## config.mk

```make
export PLATFORM = sky130hd
export DESIGN_NAME = tdm_demux8_rx_flat
export DESIGN_NICKNAME = d
export VERILOG_FILES = /design/src/rtl/tdm_pkg.sv /design/src/rtl/tdm_demux8_rx_if.sv /design/src/rtl/decoder_3_8_en.sv /design/src/rtl/tdm_demux8_rx.sv /design/src/flat_wrapper.sv
export SDC_FILE = /design/constraint.sdc
export NUM_CORES = 1
export LEC_CHECK = 0
export BUFFER_PORTS_ARGS = -buffer_cell sky130_fd_sc_hd__buf_2
export CORE_ASPECT_RATIO = 1.1
export CORE_MARGIN = 5
export CORE_UTILIZATION = 50
export DETAILED_ROUTE_END_ITERATION = 12
export PLACE_DENSITY = 0.77
export SLEW_MARGIN = 20
export SYNTH_ARGS = -nofsm -noshare
export SYNTH_HDL_FRONTEND = slang
export SYNTH_SLANG_ARGS = --single-unit
```

## constraint.sdc

```tcl
create_clock -name clk -period 2.21 [get_ports clk]
set_clock_uncertainty 0.1 [all_clocks]
set_input_delay 0 -clock clk [delete_from_list [all_inputs] [get_ports clk]]
set_output_delay 0 -clock clk [all_outputs]
set_load 0.01 [all_outputs]
```

## src/rtl/tdm_pkg.sv

```systemverilog
// Shared types and constants for the 8:1 TDM receive path.
package tdm_pkg;

    localparam int unsigned N_CH  = 8;
    localparam int unsigned SEL_W = $clog2(N_CH);

    typedef enum logic {
        HUNT = 1'b0,
        RUN  = 1'b1
    } state_e;

    // One-hot decode of a slot index.
    function automatic logic [N_CH-1:0] slot_onehot(input logic [SEL_W-1:0] sel);
        slot_onehot      = '0;
        slot_onehot[sel] = 1'b1;
    endfunction

endpackage

```

## src/rtl/tdm_demux8_rx_if.sv

```systemverilog
// Serial slot input and assembled-frame output bundle of the TDM receiver.
interface tdm_demux8_rx_if;
    import tdm_pkg::*;

    logic             din;
    logic             din_vld;
    logic             fsync;
    logic [N_CH-1:0]  dout;
    logic             dout_vld;
    logic [SEL_W-1:0] slot;
    logic [N_CH-1:0]  ch_en;
    logic             sync_err;
    logic             locked;

    modport master (
        output din, din_vld, fsync,
        input  dout, dout_vld, slot, ch_en, sync_err, locked
    );

    modport slave (
        input  din, din_vld, fsync,
        output dout, dout_vld, slot, ch_en, sync_err, locked
    );

endinterface

```

## src/rtl/decoder_3_8_en.sv

```systemverilog
// Slot index plus enable to one-hot channel write enable.
module decoder_3_8_en #(
    parameter int unsigned N_CH  = 8,
    parameter int unsigned SEL_W = $clog2(N_CH)
) (
    input  logic [SEL_W-1:0] sel,
    input  logic             en,
    output logic [N_CH-1:0]  onehot_c
);

    always_comb begin
        onehot_c = '0;
        for (int unsigned k = 0; k < N_CH; k++) begin
            onehot_c[k] = en && (sel == SEL_W'(k));
        end
    end

endmodule

```

## src/rtl/tdm_demux8_rx.sv

```systemverilog
// TDM receiver: routes serial slot bits into a shadow frame, publishes complete
// frames on dout and tracks frame alignment from fsync.
module tdm_demux8_rx
    import tdm_pkg::*;
(
    input  logic             clk,
    input  logic             rst_n,
    tdm_demux8_rx_if.slave   bus
);

    localparam logic [SEL_W-1:0] LAST_SLOT = SEL_W'(N_CH - 1);
    localparam logic [SEL_W-1:0] SLOT_ONE  = SEL_W'(1);

    state_e           state_q, state_d;
    logic [SEL_W-1:0] slot_q, slot_d;
    logic [N_CH-1:0]  shadow_q, shadow_d;
    logic [N_CH-1:0]  dout_q, dout_d;
    logic             dout_vld_q, dout_vld_d;
    logic             sync_err_q, sync_err_d;
    logic [N_CH-1:0]  ch_en_c;

    decoder_3_8_en #(.N_CH(N_CH), .SEL_W(SEL_W)) u_dec (
        .sel      (slot_q),
        .en       (bus.din_vld && (state_q == RUN)),
        .onehot_c (ch_en_c)
    );

    // Alignment state machine and shadow-frame write path.
    always_comb begin
        state_d    = state_q;
        slot_d     = slot_q;
        shadow_d   = shadow_q;
        dout_d     = dout_q;
        dout_vld_d = 1'b0;
        sync_err_d = 1'b0;
        if (bus.din_vld) begin
            case (state_q)
                HUNT: begin
                    if (bus.fsync) begin
                        shadow_d[0] = bus.din;
                        slot_d      = SLOT_ONE;
                        state_d     = RUN;
                    end
                end
                RUN: begin
                    if (bus.fsync) begin
                        // A sync anywhere but slot 0 restarts the frame.
                        sync_err_d  = (slot_q != '0);
                        shadow_d[0] = bus.din;
                        slot_d      = SLOT_ONE;
                    end else if (slot_q == '0) begin
                        sync_err_d = 1'b1;
                        state_d    = HUNT;
                    end else begin
                        shadow_d = (shadow_q & ~ch_en_c) | ({N_CH{bus.din}} & ch_en_c);
                        slot_d   = slot_q + SLOT_ONE;
                        if (slot_q == LAST_SLOT) begin
                            dout_d     = {bus.din, shadow_q[N_CH-2:0]};
                            dout_vld_d = 1'b1;
                        end
                    end
                end
                default: state_d = HUNT;
            endcase
        end
    end

    always_ff @(posedge clk) begin
        if (!rst_n) begin
            state_q    <= HUNT;
            slot_q     <= '0;
            shadow_q   <= '0;
            dout_q     <= '0;
            dout_vld_q <= 1'b0;
            sync_err_q <= 1'b0;
        end else begin
            state_q    <= state_d;
            slot_q     <= slot_d;
            shadow_q   <= shadow_d;
            dout_q     <= dout_d;
            dout_vld_q <= dout_vld_d;
            sync_err_q <= sync_err_d;
        end
    end

    assign bus.dout     = dout_q;
    assign bus.dout_vld = dout_vld_q;
    assign bus.slot     = slot_q;
    assign bus.ch_en    = ch_en_c;
    assign bus.sync_err = sync_err_q;
    assign bus.locked   = (state_q == RUN);

endmodule

```

## src/flat_wrapper.sv

```systemverilog
// flat-port wrapper written by rule: the top's interface ports become plain ports
module tdm_demux8_rx_flat import tdm_pkg::*;
  (clk, rst_n, bus_din, bus_din_vld, bus_fsync, bus_dout, bus_dout_vld, bus_slot, bus_ch_en, bus_sync_err, bus_locked);
  tdm_demux8_rx_if bus_i ();
  input  logic clk;
  input  logic rst_n;
  input wire logic [$bits(bus_i.din)-1:0] bus_din;
  input wire logic [$bits(bus_i.din_vld)-1:0] bus_din_vld;
  input wire logic [$bits(bus_i.fsync)-1:0] bus_fsync;
  output wire logic [$bits(bus_i.dout)-1:0] bus_dout;
  output wire logic [$bits(bus_i.dout_vld)-1:0] bus_dout_vld;
  output wire logic [$bits(bus_i.slot)-1:0] bus_slot;
  output wire logic [$bits(bus_i.ch_en)-1:0] bus_ch_en;
  output wire logic [$bits(bus_i.sync_err)-1:0] bus_sync_err;
  output wire logic [$bits(bus_i.locked)-1:0] bus_locked;
  assign bus_i.din = bus_din;
  assign bus_i.din_vld = bus_din_vld;
  assign bus_i.fsync = bus_fsync;
  assign bus_dout = bus_i.dout;
  assign bus_dout_vld = bus_i.dout_vld;
  assign bus_slot = bus_i.slot;
  assign bus_ch_en = bus_i.ch_en;
  assign bus_sync_err = bus_i.sync_err;
  assign bus_locked = bus_i.locked;
  tdm_demux8_rx u_core (.clk(clk), .rst_n(rst_n), .bus(bus_i));
endmodule
```

==> results of run 1 <==
cells in the mapped netlist, types with 2 or more instances:
master	count
sky130_fd_sc_hd__dfxtp_1	21
sky130_fd_sc_hd__buf_2	3
sky130_fd_sc_hd__nor2_1	2
sky130_fd_sc_hd__buf_6	2
sky130_fd_sc_hd__and2_1	3
sky130_fd_sc_hd__nand2_1	16
sky130_fd_sc_hd__inv_1	5
sky130_fd_sc_hd__ha_1	7
sky130_fd_sc_hd__o21ai_1	8
sky130_fd_sc_hd__nand3_1	13
sky130_fd_sc_hd__a21boi_0	2
sky130_fd_sc_hd__mux2i_1	6
sky130_fd_sc_hd__and3_2	2
repair_timing:
item / 4_1_cts / 5_1_grt
hold buffers: 5 / 0
endpoints found under the setup margin: 0 / 4
endpoints found under the hold margin: 2 / 0
buffers inserted: 0 / 0
gates resized for setup: 0 / 1
layer usage:
metal | GRT usage (%) | vias to the layer above | routed length (um)
met4 | 8.39 | 0 | 46
met1 | 16.9 | 408 | 911
met2 | 27.3 | 35 | 1080
met5 | 0 | - | 0
met3 | 3.18 | 5 | 118
li1 | - | 440 | -
worst register-to-register path: stages, from the launching register on:
cell	delay, ns
sky130_fd_sc_hd__dfxtp_1	0.43
sky130_fd_sc_hd__inv_1	0.11
sky130_fd_sc_hd__ha_1	0.25
sky130_fd_sc_hd__nand2b_1	0.21
sky130_fd_sc_hd__ha_1	0.26
sky130_fd_sc_hd__nand4_4	0.22
sky130_fd_sc_hd__nand3_1	0.17
sky130_fd_sc_hd__o21ai_1	0.07
cells by family (layout without fill, tap and decap cells):
group	count (synthesis)	in the layout	share of synthesized area (%)
compound gates	17	17	10.7
fa+ha+maj	7	7	8.77
buf+inv	12	41	6.77
flops	21	21	42.1
mux	6	6	6.02
simple gates	46	46	25.7
power by group:
part / total, uW / switching (uW) / leakage (uW) / internal, uW
logic: 61.9 / 38.0 / 0.000398 / 23.9
registers: 389 / 6.64 / 0.000170 / 382
clock network: 180 / 112 / 0.0000177 / 67.6
total: 631 / 157 / 0.000586 / 474
per-stage QoR:
| stage | hold slack, ns | util [%] | worst slack, ns | instances | power, uW |
|---|---|---|---|---|---|
| after floorplan | 0.0560 | - | 0.280 | 109 | 437 |
| final | 0.0325 | 61.8 | 0.285 | 166 | 631 |
| after global placement | 0.185 | 57.4 | 0.347 | 157 | 447 |
| after global routing | 0.0419 | 61.8 | 0.123 | 166 | 662 |
| after CTS | 0.0239 | 61.3 | 0.147 | 166 | 636 |
| after detailed placement | 0.193 | 57.4 | 0.164 | 157 | 451 |
layout make-up:
cell class / instances / area [um2]
multi-input cells: 76 / 519
fillers: 210 / 748
inverters: 5 / 18.8
flip-flops and latches: 21 / 420
clock buffers: 3 / 22.5
well taps: 28 / 35.0
repair buffers: 32 / 188
clock inverters: 1 / 5.00
worst max path at each step:
| stage | start | end | slack, ns | cells past startpoint |
|---|---|---|---|---|
| 2_1_floorplan | u_core.bus.slot[0]$_SDFFE_PN0P_ | u_core.bus.dout[7]$_SDFFE_PN0P_ | 0.28 | 9 |
| 3_3_place_gp | u_core.bus.slot[0]$_SDFFE_PN0P_ | u_core.bus.dout[6]$_SDFFE_PN0P_ | 0.35 | 7 |
| 3_5_place_dp | u_core.bus.slot[0]$_SDFFE_PN0P_ | u_core.bus.dout[6]$_SDFFE_PN0P_ | 0.16 | 7 |
| 4_1_cts | u_core.bus.slot[0]$_SDFFE_PN0P_ | u_core.bus.dout[6]$_SDFFE_PN0P_ | 0.15 | 7 |
| 5_1_grt | u_core.bus.slot[0]$_SDFFE_PN0P_ | u_core.bus.dout[0]$_SDFFE_PN0P_ | 0.12 | 7 |
| 6_report | u_core.bus.slot[0]$_SDFFE_PN0P_ | u_core.bus.dout[6]$_SDFFE_PN0P_ | 0.28 | 7 |
==> report_table.html, run 1 <==
<table>
<tr><th>Metric</th><th>Value</th></tr>
<tr><th colspan="2">Run status</th></tr>
<tr><td>Run status</td><td>completed</td></tr>
<tr><th colspan="2">Floorplanning</th></tr>
<tr><td>Die height</td><td>56.9 um</td></tr>
<tr><td>Count of standard-cell rows</td><td>17</td></tr>
<tr><td>Effective utilization at floorplan</td><td>51.0%</td></tr>
<tr><td>Area of the die</td><td>0.00299 mm2</td></tr>
<tr><td>I/O Pins</td><td>27</td></tr>
<tr><td>Die span in x</td><td>52.6 um</td></tr>
<tr><td>Standard cell core area</td><td>0.00196 mm2</td></tr>
<tr><th colspan="2">Clocking</th></tr>
<tr><td>Worst-case clock buffer depth</td><td>2</td></tr>
<tr><td>Root Buffer</td><td>sky130_fd_sc_hd__clkbuf_4</td></tr>
<tr><td>Clock insertion delay at the later pin of the skew report</td><td>0.30 ns</td></tr>
<tr><td>Clk pin slew, worst setup/hold paths</td><td>0.11 ns</td></tr>
<tr><td>Number of clock buffers inserted by TritonCTS</td><td>3</td></tr>
<tr><td>CTS H-tree depth</td><td>1</td></tr>
<tr><td>TritonCTS clock tree</td><td>built</td></tr>
<tr><td>Number of sinks on the clock net</td><td>21</td></tr>
<tr><th colspan="2">Worst setup path</th></tr>
<tr><td>Crit path cell chain</td><td>inv_1, ha_1, nand2b_1, ha_1, nand4_4, nand3_1, o21ai_1</td></tr>
<tr><td>Critical Path Source Type</td><td>flop</td></tr>
<tr><td>WP data required</td><td>2.31 ns</td></tr>
<tr><td>Worst path top cell family by delay</td><td>simple AND/OR/NAND/NOR gates</td></tr>
<tr><td>Nature of the critical path endpoint</td><td>flop</td></tr>
<tr><td>Cells on worst reg2reg path</td><td>7</td></tr>
<tr><td>Worst flop-to-flop path endpoint</td><td>u_core.bus.dout[6]$_SDFFE_PN0P_</td></tr>
<tr><td>Delay of the slowest cell on the worst path</td><td>0.43 ns</td></tr>
<tr><td>Most numerous cell on the critical path</td><td>sky130_fd_sc_hd__ha_1</td></tr>
<tr><td>Slack of the worst reg-to-reg path</td><td>0.28 ns</td></tr>
<tr><td>Crit path buffers/inverters</td><td>1</td></tr>
<tr><td>Path type of the worst setup path</td><td>flop to flop</td></tr>
<tr><td>Crit-path max FO</td><td>16</td></tr>
<tr><td>Worst path arrival time</td><td>2.03 ns</td></tr>
<tr><td>Startpoint of the most critical register-to-register path</td><td>u_core.bus.slot[0]$_SDFFE_PN0P_</td></tr>
<tr><td>CP max stage cell</td><td>sky130_fd_sc_hd__dfxtp_1</td></tr>
<tr><th colspan="2">STA</th></tr>
<tr><td>Highest Clock Rate</td><td>0.519 GHz</td></tr>
<tr><td>Summed negative setup slack over all endpoints</td><td>0 ns</td></tr>
<tr><td>Tcrit/Tclk final</td><td>87.1%</td></tr>
<tr><td>Count of final hold-check violations</td><td>0</td></tr>
<tr><td># setup viols final</td><td>0</td></tr>
<tr><td>Max-slew violation count</td><td>0</td></tr>
<tr><td>Setup repair after global routing missed its margin</td><td>false</td></tr>
<tr><td>Transition time of the tightest slew-check pin</td><td>0.415 ns</td></tr>
<tr><td>Headroom to the max-slew limit</td><td>72.3%</td></tr>
<tr><td>Post-layout minimum cycle time</td><td>1.93 ns</td></tr>
<tr><th colspan="2">Placement</th></tr>
<tr><td>Final weighted congestion of routability-driven global placement</td><td>0.861</td></tr>
<tr><td>Half-perimeter wire length after detailed placement</td><td>1.57 mm</td></tr>
<tr><td>Standard cell area after detailed placement</td><td>0.00112 mm2</td></tr>
<tr><td>Number of buffer cells added on primary ports</td><td>26</td></tr>
<tr><th colspan="2">Layout</th></tr>
<tr><td>Most frequent cells in the layout</td><td>sky130_fd_sc_hd__buf_2, sky130_fd_sc_hd__dfxtp_1, sky130_fd_sc_hd__nand2_1</td></tr>
<tr><td>Layout-stage area growth over the synthesis result</td><td>21.1%</td></tr>
<tr><td>Number of nets at the end of the flow</td><td>151</td></tr>
<tr><td>Final Cell Area</td><td>0.00121 mm2</td></tr>
<tr><td>Share of layout cells above drive strength 1</td><td>28.3%</td></tr>
<tr><td>Commonest non-fill, non-tap cell in the layout</td><td>sky130_fd_sc_hd__buf_2</td></tr>
<tr><td>Antenna Cells</td><td>0</td></tr>
<tr><th colspan="2">Logic synthesis</th></tr>
<tr><td>Fraction of post-synthesis cell area in the top cell type by area</td><td>42.1%</td></tr>
<tr><td>Number of enable flip-flop cells after synthesis</td><td>0</td></tr>
<tr><td>Fraction of registers with async set/reset</td><td>0%</td></tr>
<tr><td>Post-synthesis instance area</td><td>998 um2</td></tr>
<tr><td>Portion of the post-synthesis area used by sequential elements</td><td>42.1%</td></tr>
<tr><td>Yosys top cell by area</td><td>sky130_fd_sc_hd__dfxtp_1</td></tr>
<tr><td>Number of synthesized register bits</td><td>21</td></tr>
<tr><td>Count of unique library cells instantiated by Yosys</td><td>32</td></tr>
<tr><td>Post-synthesis average cell area</td><td>9.16 um2</td></tr>
<tr><td>Cells after Synth</td><td>109</td></tr>
<tr><td>Net count of the mapped netlist</td><td>121</td></tr>
<tr><td>Synth area leaders</td><td>sky130_fd_sc_hd__dfxtp_1, sky130_fd_sc_hd__ha_1, sky130_fd_sc_hd__nand3_1, sky130_fd_sc_hd__mux2i_1, sky130_fd_sc_hd__nand2_1</td></tr>
<tr><td>Ys Warns</td><td>0</td></tr>
<tr><td>Dominant synthesized flop cell</td><td>sky130_fd_sc_hd__dfxtp_1</td></tr>
<tr><th colspan="2">GRT</th></tr>
<tr><td>Antenna violations before repair</td><td>0</td></tr>
<tr><td>Aggregate global routing overflow</td><td>0</td></tr>
<tr><td>Vias in the first global route</td><td>812</td></tr>
<tr><td>Wire length of the first global-routing pass</td><td>3.47 mm</td></tr>
<tr><td>GRT Resource Usage Total</td><td>15.6%</td></tr>
<tr><td>Pin count of the biggest net entering global routing</td><td>26</td></tr>
<tr><th colspan="2">Worst hold path</th></tr>
<tr><td>Worst Min Path Start</td><td>rst_n</td></tr>
<tr><td>Hold Crit Depth</td><td>2</td></tr>
<tr><td>Worst min path class</td><td>input port to flop</td></tr>
<tr><td>Hold Path Sink</td><td>u_core.bus.slot[2]$_SDFFE_PN0P_</td></tr>
<tr><th colspan="2">Power</th></tr>
<tr><td>LEAKAGE</td><td>0.000586 uW</td></tr>
<tr><td>Maximum vdd drop</td><td>279 uV</td></tr>
<tr><td>Power Dens Cells</td><td>522 mW/mm2</td></tr>
<tr><th colspan="2">Detailed routing</th></tr>
<tr><td>Routed Wire Length</td><td>2.16 mm</td></tr>
<tr><td>DRC marker count from the first detailed-route iteration</td><td>24</td></tr>
<tr><td>Per-cell routed wire length</td><td>13.0 um</td></tr>
<tr><td>Number of nets with antenna violations after routing</td><td>0</td></tr>
<tr><td>Pre-Repair DR Iteration Count</td><td>4</td></tr>
<tr><td>DR vias</td><td>888</td></tr>
<tr><td>DR vias/cell</td><td>5.35</td></tr>
<tr><td>Count of unresolved DRC violations after routing</td><td>0</td></tr>
<tr><th colspan="2">Job</th></tr>
<tr><td>Max cap viols</td><td>0</td></tr>
</table>
Power figures use the tool's default switching activity.
==> run 2, diff against run 1 <==
PLACE_DENSITY = 0.76   (was 0.77)
SYNTH_HIERARCHICAL = 1   (was default)
==> report_table.html, run 2 <==
<table>
<tr><th>Metric</th><th>Value</th></tr>
<tr><th colspan="2">Run status</th></tr>
<tr><td>Run status</td><td>completed (unchanged)</td></tr>
<tr><th colspan="2">Clocking</th></tr>
<tr><td>CTS H-tree depth</td><td>1 (unchanged)</td></tr>
<tr><td>Clock insertion delay at the later pin of the skew report</td><td>0.30 ns (about the same)</td></tr>
<tr><td>Number of sinks on the clock net</td><td>21 (unchanged)</td></tr>
<tr><td>TritonCTS clock tree</td><td>built (unchanged)</td></tr>
<tr><td>Clk pin slew, worst setup/hold paths</td><td>0.12 ns (was 0.11 ns)</td></tr>
<tr><td>Post-CTS setup-driven buffer insertion count</td><td>0 (unchanged)</td></tr>
<tr><td>Root Buffer</td><td>sky130_fd_sc_hd__clkbuf_4 (unchanged)</td></tr>
<tr><td>Number of buffers added to fix hold violations after cts</td><td>5 (unchanged)</td></tr>
<tr><td>Worst-case clock buffer depth</td><td>2 (unchanged)</td></tr>
<tr><td>Number of clock buffers inserted by TritonCTS</td><td>3 (unchanged)</td></tr>
<tr><td>Cts repair resizes</td><td>0 (unchanged)</td></tr>
<tr><th colspan="2">STA</th></tr>
<tr><td>Highest Clock Rate</td><td>0.510 GHz (was 0.519 GHz)</td></tr>
<tr><td>Headroom to the max-slew limit</td><td>74.5% (was 72.3%)</td></tr>
<tr><td>Count of final hold-check violations</td><td>0 (unchanged)</td></tr>
<tr><td># setup viols final</td><td>0 (unchanged)</td></tr>
<tr><td>Tcrit/Tclk final</td><td>88.8% (was 87.1%)</td></tr>
<tr><td>Summed negative setup slack over all endpoints</td><td>0 ns (unchanged)</td></tr>
<tr><td>Max-slew violation count</td><td>0 (unchanged)</td></tr>
<tr><td>Post-layout minimum cycle time</td><td>1.96 ns (was 1.93 ns)</td></tr>
<tr><td>Transition time of the tightest slew-check pin</td><td>0.381 ns (was 0.415 ns)</td></tr>
<tr><td>Worst hold slack across all endpoints</td><td>0.0352 ns (was 0.0325 ns)</td></tr>
<tr><td>Setup repair after global routing missed its margin</td><td>false (unchanged)</td></tr>
<tr><td>Setup WS post-layout</td><td>0.249 ns (was 0.285 ns)</td></tr>
<tr><th colspan="2">Floorplanning</th></tr>
<tr><td>Area of the die</td><td>0.00303 mm2 (was 0.00299 mm2)</td></tr>
<tr><td>Effective utilization at floorplan</td><td>51.3% (was 51.0%)</td></tr>
<tr><td>I/O Pins</td><td>27 (unchanged)</td></tr>
<tr><td>Standard cell core area</td><td>0.00198 mm2 (was 0.00196 mm2)</td></tr>
<tr><td>Die span in x</td><td>53.0 um (was 52.6 um)</td></tr>
<tr><td>Count of standard-cell rows</td><td>17 (unchanged)</td></tr>
<tr><td>Die height</td><td>57.2 um (was 56.9 um)</td></tr>
<tr><th colspan="2">Power</th></tr>
<tr><td>Internal power component</td><td>473 uW (was 474 uW)</td></tr>
<tr><td>Sequential power share</td><td>61.9% (was 61.7%)</td></tr>
<tr><td>Power Dens Cells</td><td>513 mW/mm2 (was 522 mW/mm2)</td></tr>
<tr><td>Fraction of power consumed by combinational cells</td><td>9.0% (was 9.8%)</td></tr>
<tr><td>Switching part of the total power</td><td>25.0% (was 24.9%)</td></tr>
<tr><td>Switching pwr</td><td>158 uW (was 157 uW)</td></tr>
<tr><td>Clock network fraction of total power</td><td>29.0% (was 28.5%)</td></tr>
<tr><td>LEAKAGE</td><td>0.000604 uW (was 0.000586 uW)</td></tr>
<tr><td>Maximum vdd drop</td><td>302 uV (was 279 uV)</td></tr>
<tr><td>Total chip power</td><td>630 uW (was 631 uW)</td></tr>
<tr><th colspan="2">Logic synthesis</th></tr>
<tr><td>Post-synthesis average cell area</td><td>9.40 um2 (was 9.16 um2)</td></tr>
<tr><td>Number of enable flip-flop cells after synthesis</td><td>0 (unchanged)</td></tr>
<tr><td>Portion of the post-synthesis area used by sequential elements</td><td>41.4% (was 42.1%)</td></tr>
<tr><td>Dominant synthesized flop cell</td><td>sky130_fd_sc_hd__dfxtp_1 (unchanged)</td></tr>
<tr><td>Ys Warns</td><td>6 (was 0)</td></tr>
<tr><td>Most repeated cell in the gate-level netlist after synthesis</td><td>sky130_fd_sc_hd__dfxtp_1 (unchanged)</td></tr>
<tr><td>Fraction of registers with async set/reset</td><td>0% (unchanged)</td></tr>
<tr><td>Number of synthesized register bits</td><td>21 (unchanged)</td></tr>
<tr><td>Count of unique library cells instantiated by Yosys</td><td>31 (was 32)</td></tr>
<tr><td>Cell types with the highest counts after synthesis</td><td>sky130_fd_sc_hd__dfxtp_1, sky130_fd_sc_hd__nand2_1, sky130_fd_sc_hd__nand3_1, sky130_fd_sc_hd__mux2i_1, sky130_fd_sc_hd__o21ai_1 (was sky130_fd_sc_hd__dfxtp_1, sky130_fd_sc_hd__nand2_1, sky130_fd_sc_hd__nand3_1, sky130_fd_sc_hd__o21ai_1, sky130_fd_sc_hd__ha_1)</td></tr>
<tr><td>Synth area leaders</td><td>sky130_fd_sc_hd__dfxtp_1, sky130_fd_sc_hd__mux2i_1, sky130_fd_sc_hd__ha_1, sky130_fd_sc_hd__nand3_1, sky130_fd_sc_hd__nand2_1 (was sky130_fd_sc_hd__dfxtp_1, sky130_fd_sc_hd__ha_1, sky130_fd_sc_hd__nand3_1, sky130_fd_sc_hd__mux2i_1, sky130_fd_sc_hd__nand2_1)</td></tr>
<tr><td>Yosys top cell by area</td><td>sky130_fd_sc_hd__dfxtp_1 (unchanged)</td></tr>
<tr><td>Net count of the mapped netlist</td><td>118 (was 121)</td></tr>
<tr><td>Post-synthesis instance area</td><td>0.00101 mm2 (was 998 um2)</td></tr>
<tr><td>Fraction of post-synthesis cell area in the top cell type by area</td><td>41.4% (was 42.1%)</td></tr>
<tr><td>Cells after Synth</td><td>108 (was 109)</td></tr>
<tr><th colspan="2">Layout</th></tr>
<tr><td>Layout-stage area growth over the synthesis result</td><td>21.2% (was 21.1%)</td></tr>
<tr><td>Share of layout cells above drive strength 1</td><td>33.3% (was 28.3%)</td></tr>
<tr><td>Antenna Cells</td><td>0 (unchanged)</td></tr>
<tr><td>Commonest non-fill, non-tap cell in the layout</td><td>sky130_fd_sc_hd__buf_2 (unchanged)</td></tr>
<tr><td>Most frequent cells in the layout</td><td>sky130_fd_sc_hd__buf_2, sky130_fd_sc_hd__dfxtp_1, sky130_fd_sc_hd__nand2_1 (unchanged)</td></tr>
<tr><td>Number of nets at the end of the flow</td><td>149 (was 151)</td></tr>
<tr><th colspan="2">Worst setup path</th></tr>
<tr><td>WP data required</td><td>2.30 ns (was 2.31 ns)</td></tr>
<tr><td>Cells on worst reg2reg path</td><td>7 (unchanged)</td></tr>
<tr><td>Path type of the worst setup path</td><td>flop to flop (unchanged)</td></tr>
<tr><td>Critical Path Source Type</td><td>flop (unchanged)</td></tr>
<tr><td>Worst path arrival time</td><td>2.05 ns (was 2.03 ns)</td></tr>
<tr><td>Slack of the worst reg-to-reg path</td><td>0.25 ns (was 0.28 ns)</td></tr>
<tr><td>Crit-path max FO</td><td>13 (was 16)</td></tr>
<tr><td>Nature of the critical path endpoint</td><td>flop (unchanged)</td></tr>
<tr><td>Worst setup path startpoint</td><td>u_core/bus.slot[0]$_SDFFE_PN0P_ (was u_core.bus.slot[0]$_SDFFE_PN0P_)</td></tr>
<tr><td>Startpoint of the most critical register-to-register path</td><td>u_core/bus.slot[0]$_SDFFE_PN0P_ (was u_core.bus.slot[0]$_SDFFE_PN0P_)</td></tr>
<tr><th colspan="2">Placement</th></tr>
<tr><td>Number of buffer cells added on primary ports</td><td>26 (unchanged)</td></tr>
<tr><td>Placement Setup Slack</td><td>0.259 ns (was 0.164 ns)</td></tr>
<tr><td>Half-perimeter wire length after detailed placement</td><td>1.55 mm (was 1.57 mm)</td></tr>
<tr><td>Final weighted congestion of routability-driven global placement</td><td>0.799 (was 0.861)</td></tr>
<tr><th colspan="2">Detailed routing</th></tr>
<tr><td>Pre-Repair DR Iteration Count</td><td>4 (unchanged)</td></tr>
<tr><td>DR vias</td><td>888 (unchanged)</td></tr>
<tr><td>Per-cell routed wire length</td><td>13.1 um (was 13.0 um)</td></tr>
<tr><td>Top Layer Used</td><td>met4 (unchanged)</td></tr>
<tr><td>Count of unresolved DRC violations after routing</td><td>0 (unchanged)</td></tr>
<tr><td>DR vias/cell</td><td>5.35 (unchanged)</td></tr>
<tr><td>Met3 Wirelength</td><td>90 um (was 118 um)</td></tr>
<tr><td>Routed met1 length</td><td>966 um (was 911 um)</td></tr>
<tr><td>Routed Wire Length</td><td>2.18 mm (was 2.16 mm)</td></tr>
<tr><td>Routed met2 length</td><td>1.04 mm (was 1.08 mm)</td></tr>
<tr><td>Number of nets with antenna violations after routing</td><td>0 (unchanged)</td></tr>
<tr><td>DRC marker count from the first detailed-route iteration</td><td>16 (was 24)</td></tr>
<tr><th colspan="2">Job</th></tr>
<tr><td>Max cap viols</td><td>0 (unchanged)</td></tr>
<tr><th colspan="2">GRT</th></tr>
<tr><td>Wire length of the first global-routing pass</td><td>3.64 mm (was 3.47 mm)</td></tr>
<tr><td>GRT Resource Usage Total</td><td>15.5% (was 15.6%)</td></tr>
<tr><td>Vias in the first global route</td><td>833 (was 812)</td></tr>
<tr><td>Antenna violations before repair</td><td>0 (unchanged)</td></tr>
<tr><td>Pin count of the biggest net entering global routing</td><td>25 (was 26)</td></tr>
<tr><td>Aggregate global routing overflow</td><td>0 (unchanged)</td></tr>
<tr><th colspan="2">Worst hold path</th></tr>
<tr><td>Hold Crit Depth</td><td>3 (was 2)</td></tr>
<tr><td>Worst min path class</td><td>input port to flop (unchanged)</td></tr>
</table>
## run 2: final cells by class
| type | count | area (um2) |
|---|---|---|
| flip-flops and latches | 21 | 420 |
| fillers | 190 | 748 |
| clock buffers | 3 | 22.5 |
| multi-input cells | 76 | 544 |
| clock inverters | 1 | 5.00 |
| inverters | 6 | 22.5 |
| repair buffers | 31 | 180 |
| well taps | 28 | 35.0 |
## run 2: metrics by stage
step / std cells / cell area [um2] / utilization (%)
finish: 166 / 1230 / 62.2
global route: 166 / 1230 / 62.2
CTS: 166 / 1230 / 62.2
detailed placement: 157 / 1150 / 58.3
global placement: 157 / 1150 / 58.3
floorplan: 108 / 1010 / -
## run 2: per-layer routing
metal	vias to the layer above	GRT usage [%]
met1	410	19.4
met4	0	9.49
met2	23	24.1
li1	447	-
met3	8	2.87
met5	-	0
## run 2: worst min-delay path by stage
stage,startpoint,end,slack [ns]
after floorplan,bus_din,flop,0.07
final,rst_n,u_core/bus.dout[3]$_SDFFE_PN0P_,0.04
after global placement,bus_din,flop,0.18
after global routing,rst_n,u_core/bus.dout[5]$_SDFFE_PN0P_,0.04
after detailed placement,bus_din,flop,0.20
after CTS,rst_n,u_core/bus.dout[3]$_SDFFE_PN0P_,0.02
## run 2: worst max-delay path: stages, from the launching register on
cell	delay (ns)
sky130_fd_sc_hd__dfxtp_1	0.57
sky130_fd_sc_hd__inv_1	0.09
sky130_fd_sc_hd__ha_1	0.22
sky130_fd_sc_hd__nand2b_2	0.09
sky130_fd_sc_hd__ha_1	0.17
sky130_fd_sc_hd__and3_1	0.39
sky130_fd_sc_hd__nand2_2	0.10
sky130_fd_sc_hd__mux2i_1	0.13
## run 2: cell families (layout without fill, tap and decap cells)
| logic type | count (synthesis) | count (layout) | share of synthesized area, % |
|---|---|---|---|
| compound gates | 15 | 15 | 9.37 |
| fa+ha+maj | 5 | 5 | 6.17 |
| buf+inv | 11 | 41 | 4.93 |
| flops | 21 | 21 | 41.4 |
| mux | 8 | 8 | 7.89 |
| simple gates | 48 | 48 | 30.2 |
## run 2: power groups by stage
stage | logic, uW | registers [uW] | clock network (uW)
after detailed placement | 51.3 | 399 | 0
after CTS | 56.8 | 390 | 195
after global routing | 62.8 | 392 | 210
final | 57.0 | 390 | 183
after global placement | 49.7 | 398 | 0
after floorplan | 34.2 | 399 | 0
==> run 3, diff against run 2 <==
RECOVER_POWER = 100   (was default)
==> report_table.html, run 3 (synthesis results as in run 2) <==
<table>
<tr><th>Metric</th><th>Value</th></tr>
<tr><th colspan="2">Clocking</th></tr>
<tr><td>Clock insertion delay at the later pin of the skew report</td><td>0.30 ns (about the same)</td></tr>
<tr><td>Worst-case clock buffer depth</td><td>2 (unchanged)</td></tr>
<tr><td>Cts repair resizes</td><td>0 (unchanged)</td></tr>
<tr><td>Clk pin slew, worst setup/hold paths</td><td>0.12 ns (about the same)</td></tr>
<tr><td>Root Buffer</td><td>sky130_fd_sc_hd__clkbuf_4 (unchanged)</td></tr>
<tr><td>Number of clock buffers inserted by TritonCTS</td><td>3 (unchanged)</td></tr>
<tr><td>Number of sinks on the clock net</td><td>21 (unchanged)</td></tr>
<tr><td>CTS H-tree depth</td><td>1 (unchanged)</td></tr>
<tr><td>TritonCTS clock tree</td><td>built (unchanged)</td></tr>
<tr><th colspan="2">Detailed routing</th></tr>
<tr><td>Pre-Repair DR Iteration Count</td><td>4 (unchanged)</td></tr>
<tr><td>DR vias</td><td>896 (was 888)</td></tr>
<tr><td>Count of unresolved DRC violations after routing</td><td>0 (unchanged)</td></tr>
<tr><td>Number of nets with antenna violations after routing</td><td>0 (unchanged)</td></tr>
<tr><td>Per-cell routed wire length</td><td>13.2 um (was 13.1 um)</td></tr>
<tr><td>DRC marker count from the first detailed-route iteration</td><td>19 (was 16)</td></tr>
<tr><td>DR vias/cell</td><td>5.40 (was 5.35)</td></tr>
<tr><td>Routed Wire Length</td><td>2.19 mm (was 2.18 mm)</td></tr>
<tr><th colspan="2">STA</th></tr>
<tr><td>Setup WS post-layout</td><td>0.262 ns (was 0.249 ns)</td></tr>
<tr><td># setup viols final</td><td>0 (unchanged)</td></tr>
<tr><td>Setup repair after global routing missed its margin</td><td>false (unchanged)</td></tr>
<tr><td>Tcrit/Tclk final</td><td>88.1% (was 88.8%)</td></tr>
<tr><td>Count of final hold-check violations</td><td>0 (unchanged)</td></tr>
<tr><td>Worst hold slack across all endpoints</td><td>0.0371 ns (was 0.0352 ns)</td></tr>
<tr><td>Summed negative setup slack over all endpoints</td><td>0 ns (unchanged)</td></tr>
<tr><td>Headroom to the max-slew limit</td><td>66.5% (was 74.5%)</td></tr>
<tr><td>Post-layout minimum cycle time</td><td>1.95 ns (was 1.96 ns)</td></tr>
<tr><td>Transition time of the tightest slew-check pin</td><td>0.497 ns (was 0.381 ns)</td></tr>
<tr><td>Max-slew violation count</td><td>0 (unchanged)</td></tr>
<tr><td>Highest Clock Rate</td><td>0.513 GHz (was 0.510 GHz)</td></tr>
<tr><th colspan="2">GRT</th></tr>
<tr><td>Pin count of the biggest net entering global routing</td><td>25 (unchanged)</td></tr>
<tr><td>GRT Resource Usage Total</td><td>15.5% (unchanged)</td></tr>
<tr><td>Wire length of the first global-routing pass</td><td>3.64 mm (unchanged)</td></tr>
<tr><td>Vias in the first global route</td><td>833 (unchanged)</td></tr>
<tr><td>Antenna violations before repair</td><td>0 (unchanged)</td></tr>
<tr><td>Aggregate global routing overflow</td><td>0 (unchanged)</td></tr>
<tr><th colspan="2">Placement</th></tr>
<tr><td>Half-perimeter wire length after detailed placement</td><td>1.55 mm (unchanged)</td></tr>
<tr><td>Number of buffer cells added on primary ports</td><td>26 (unchanged)</td></tr>
<tr><td>Placement Setup Slack</td><td>0.259 ns (unchanged)</td></tr>
<tr><td>Final weighted congestion of routability-driven global placement</td><td>0.799 (unchanged)</td></tr>
<tr><td>Standard cell area after detailed placement</td><td>0.00115 mm2 (unchanged)</td></tr>
<tr><th colspan="2">Job</th></tr>
<tr><td>Max cap viols</td><td>0 (unchanged)</td></tr>
<tr><th colspan="2">Layout</th></tr>
<tr><td>Final Cell Area</td><td>0.00119 mm2 (was 0.00123 mm2)</td></tr>
<tr><td>Antenna Cells</td><td>0 (unchanged)</td></tr>
<tr><td>Share of layout cells above drive strength 1</td><td>15.9% (was 33.3%)</td></tr>
<tr><td>Commonest non-fill, non-tap cell in the layout</td><td>sky130_fd_sc_hd__dfxtp_1 (was sky130_fd_sc_hd__buf_2)</td></tr>
<tr><td>Layout-stage area growth over the synthesis result</td><td>17.8% (was 21.2%)</td></tr>
<tr><td>Number of nets at the end of the flow</td><td>149 (unchanged)</td></tr>
<tr><td>Final core utilization</td><td>60.4% (was 62.2%)</td></tr>
<tr><td>Most frequent cells in the layout</td><td>sky130_fd_sc_hd__dfxtp_1, sky130_fd_sc_hd__clkbuf_1, sky130_fd_sc_hd__nand2_1 (was sky130_fd_sc_hd__buf_2, sky130_fd_sc_hd__dfxtp_1, sky130_fd_sc_hd__nand2_1)</td></tr>
<tr><th colspan="2">Run status</th></tr>
<tr><td>Run status</td><td>completed (unchanged)</td></tr>
<tr><th colspan="2">Worst setup path</th></tr>
<tr><td>Nature of the critical path endpoint</td><td>flop (unchanged)</td></tr>
<tr><td>Worst path arrival time</td><td>2.10 ns (was 2.05 ns)</td></tr>
<tr><td>Crit-path max FO</td><td>13 (unchanged)</td></tr>
<tr><td>Path type of the worst setup path</td><td>flop to flop (unchanged)</td></tr>
<tr><td>WP data required</td><td>2.36 ns (was 2.30 ns)</td></tr>
<tr><td>Critical Path Source Type</td><td>flop (unchanged)</td></tr>
<tr><th colspan="2">Floorplanning</th></tr>
<tr><td>Area of the die</td><td>0.00303 mm2 (unchanged)</td></tr>
<tr><td>Die span in x</td><td>53.0 um (unchanged)</td></tr>
<tr><td>Die height</td><td>57.2 um (unchanged)</td></tr>
<tr><td>Count of standard-cell rows</td><td>17 (unchanged)</td></tr>
<tr><td>Effective utilization at floorplan</td><td>51.3% (unchanged)</td></tr>
<tr><td>I/O Pins</td><td>27 (unchanged)</td></tr>
<tr><td>Standard cell core area</td><td>0.00198 mm2 (unchanged)</td></tr>
<tr><th colspan="2">Power</th></tr>
<tr><td>Maximum vdd drop</td><td>294 uV (was 302 uV)</td></tr>
<tr><td>LEAKAGE</td><td>0.000520 uW (was 0.000604 uW)</td></tr>
<tr><td>Power Dens Cells</td><td>525 mW/mm2 (was 513 mW/mm2)</td></tr>
<tr><th colspan="2">Worst hold path</th></tr>
<tr><td>Worst min path class</td><td>input port to flop (unchanged)</td></tr>
</table>
[run 3: critical path: stages (launching register included)]
cell                            delay [ns]
sky130_fd_sc_hd__dfxtp_1              0.55
sky130_fd_sc_hd__inv_1                0.08
sky130_fd_sc_hd__ha_1                 0.21
sky130_fd_sc_hd__nand2b_2             0.09
sky130_fd_sc_hd__inv_1                0.09
sky130_fd_sc_hd__nor4_1               0.21
sky130_fd_sc_hd__dlygate4sd3_1        0.57
[run 3: what timing repair did]
action | CTS | global route
buffers inserted | 0 | 0
hold endpoints to repair | 5 | 0
hold buffers | 5 | 0
[run 3: final timing paths]
check,from,to,slack [ns],depth (start not counted)
worst max-delay path,u_core/bus.slot[0]$_SDFFE_PN0P_,u_core/bus.dout_vld$_SDFF_PP0_,0.26,6
worst min-delay path,rst_n,u_core/bus.slot[1]$_SDFFE_PN0P_,0.04,3
worst max register to register,u_core/bus.slot[0]$_SDFFE_PN0P_,u_core/bus.dout_vld$_SDFF_PP0_,0.26,6
worst min register to register,u_core/bus.dout[0]$_SDFFE_PN0P_,u_core/bus.dout[0]$_SDFFE_PN0P_,0.36,2
[run 3: per-layer routing]
layer	vias to the layer above	part of all wire, %	global-route usage [%]
li1	446	-	-
met1	420	44	19.4
met2	22	48	24.1
met3	8	4.2	2.87
met4	0	3.6	9.49
met5	-	0	0
[run 3: area by class of cell]
type	instances	area (um2)
well taps	28	35.0
clock inverters	1	5.00
clock buffers	3	22.5
repair buffers	31	155
multi-input cells	76	534
fillers	204	783
inverters	6	22.5
flip-flops and latches	21	420
[run 3: power breakdown]
part / switching [uW] / internal, uW / leakage, uW
clock: 116 / 67.4 / 0.0000177
combinational: 33.4 / 21.0 / 0.000333
sequential: 7.35 / 383 / 0.000170
[run 3: metrics by stage]
| step | total power [uW] | std cells |
|---|---|---|
| after floorplan | 433 | 108 |
| after global placement | 448 | 157 |
| after detailed placement | 450 | 157 |
| after CTS | 642 | 166 |
| after global routing | 661 | 166 |
| final | 628 | 166 |
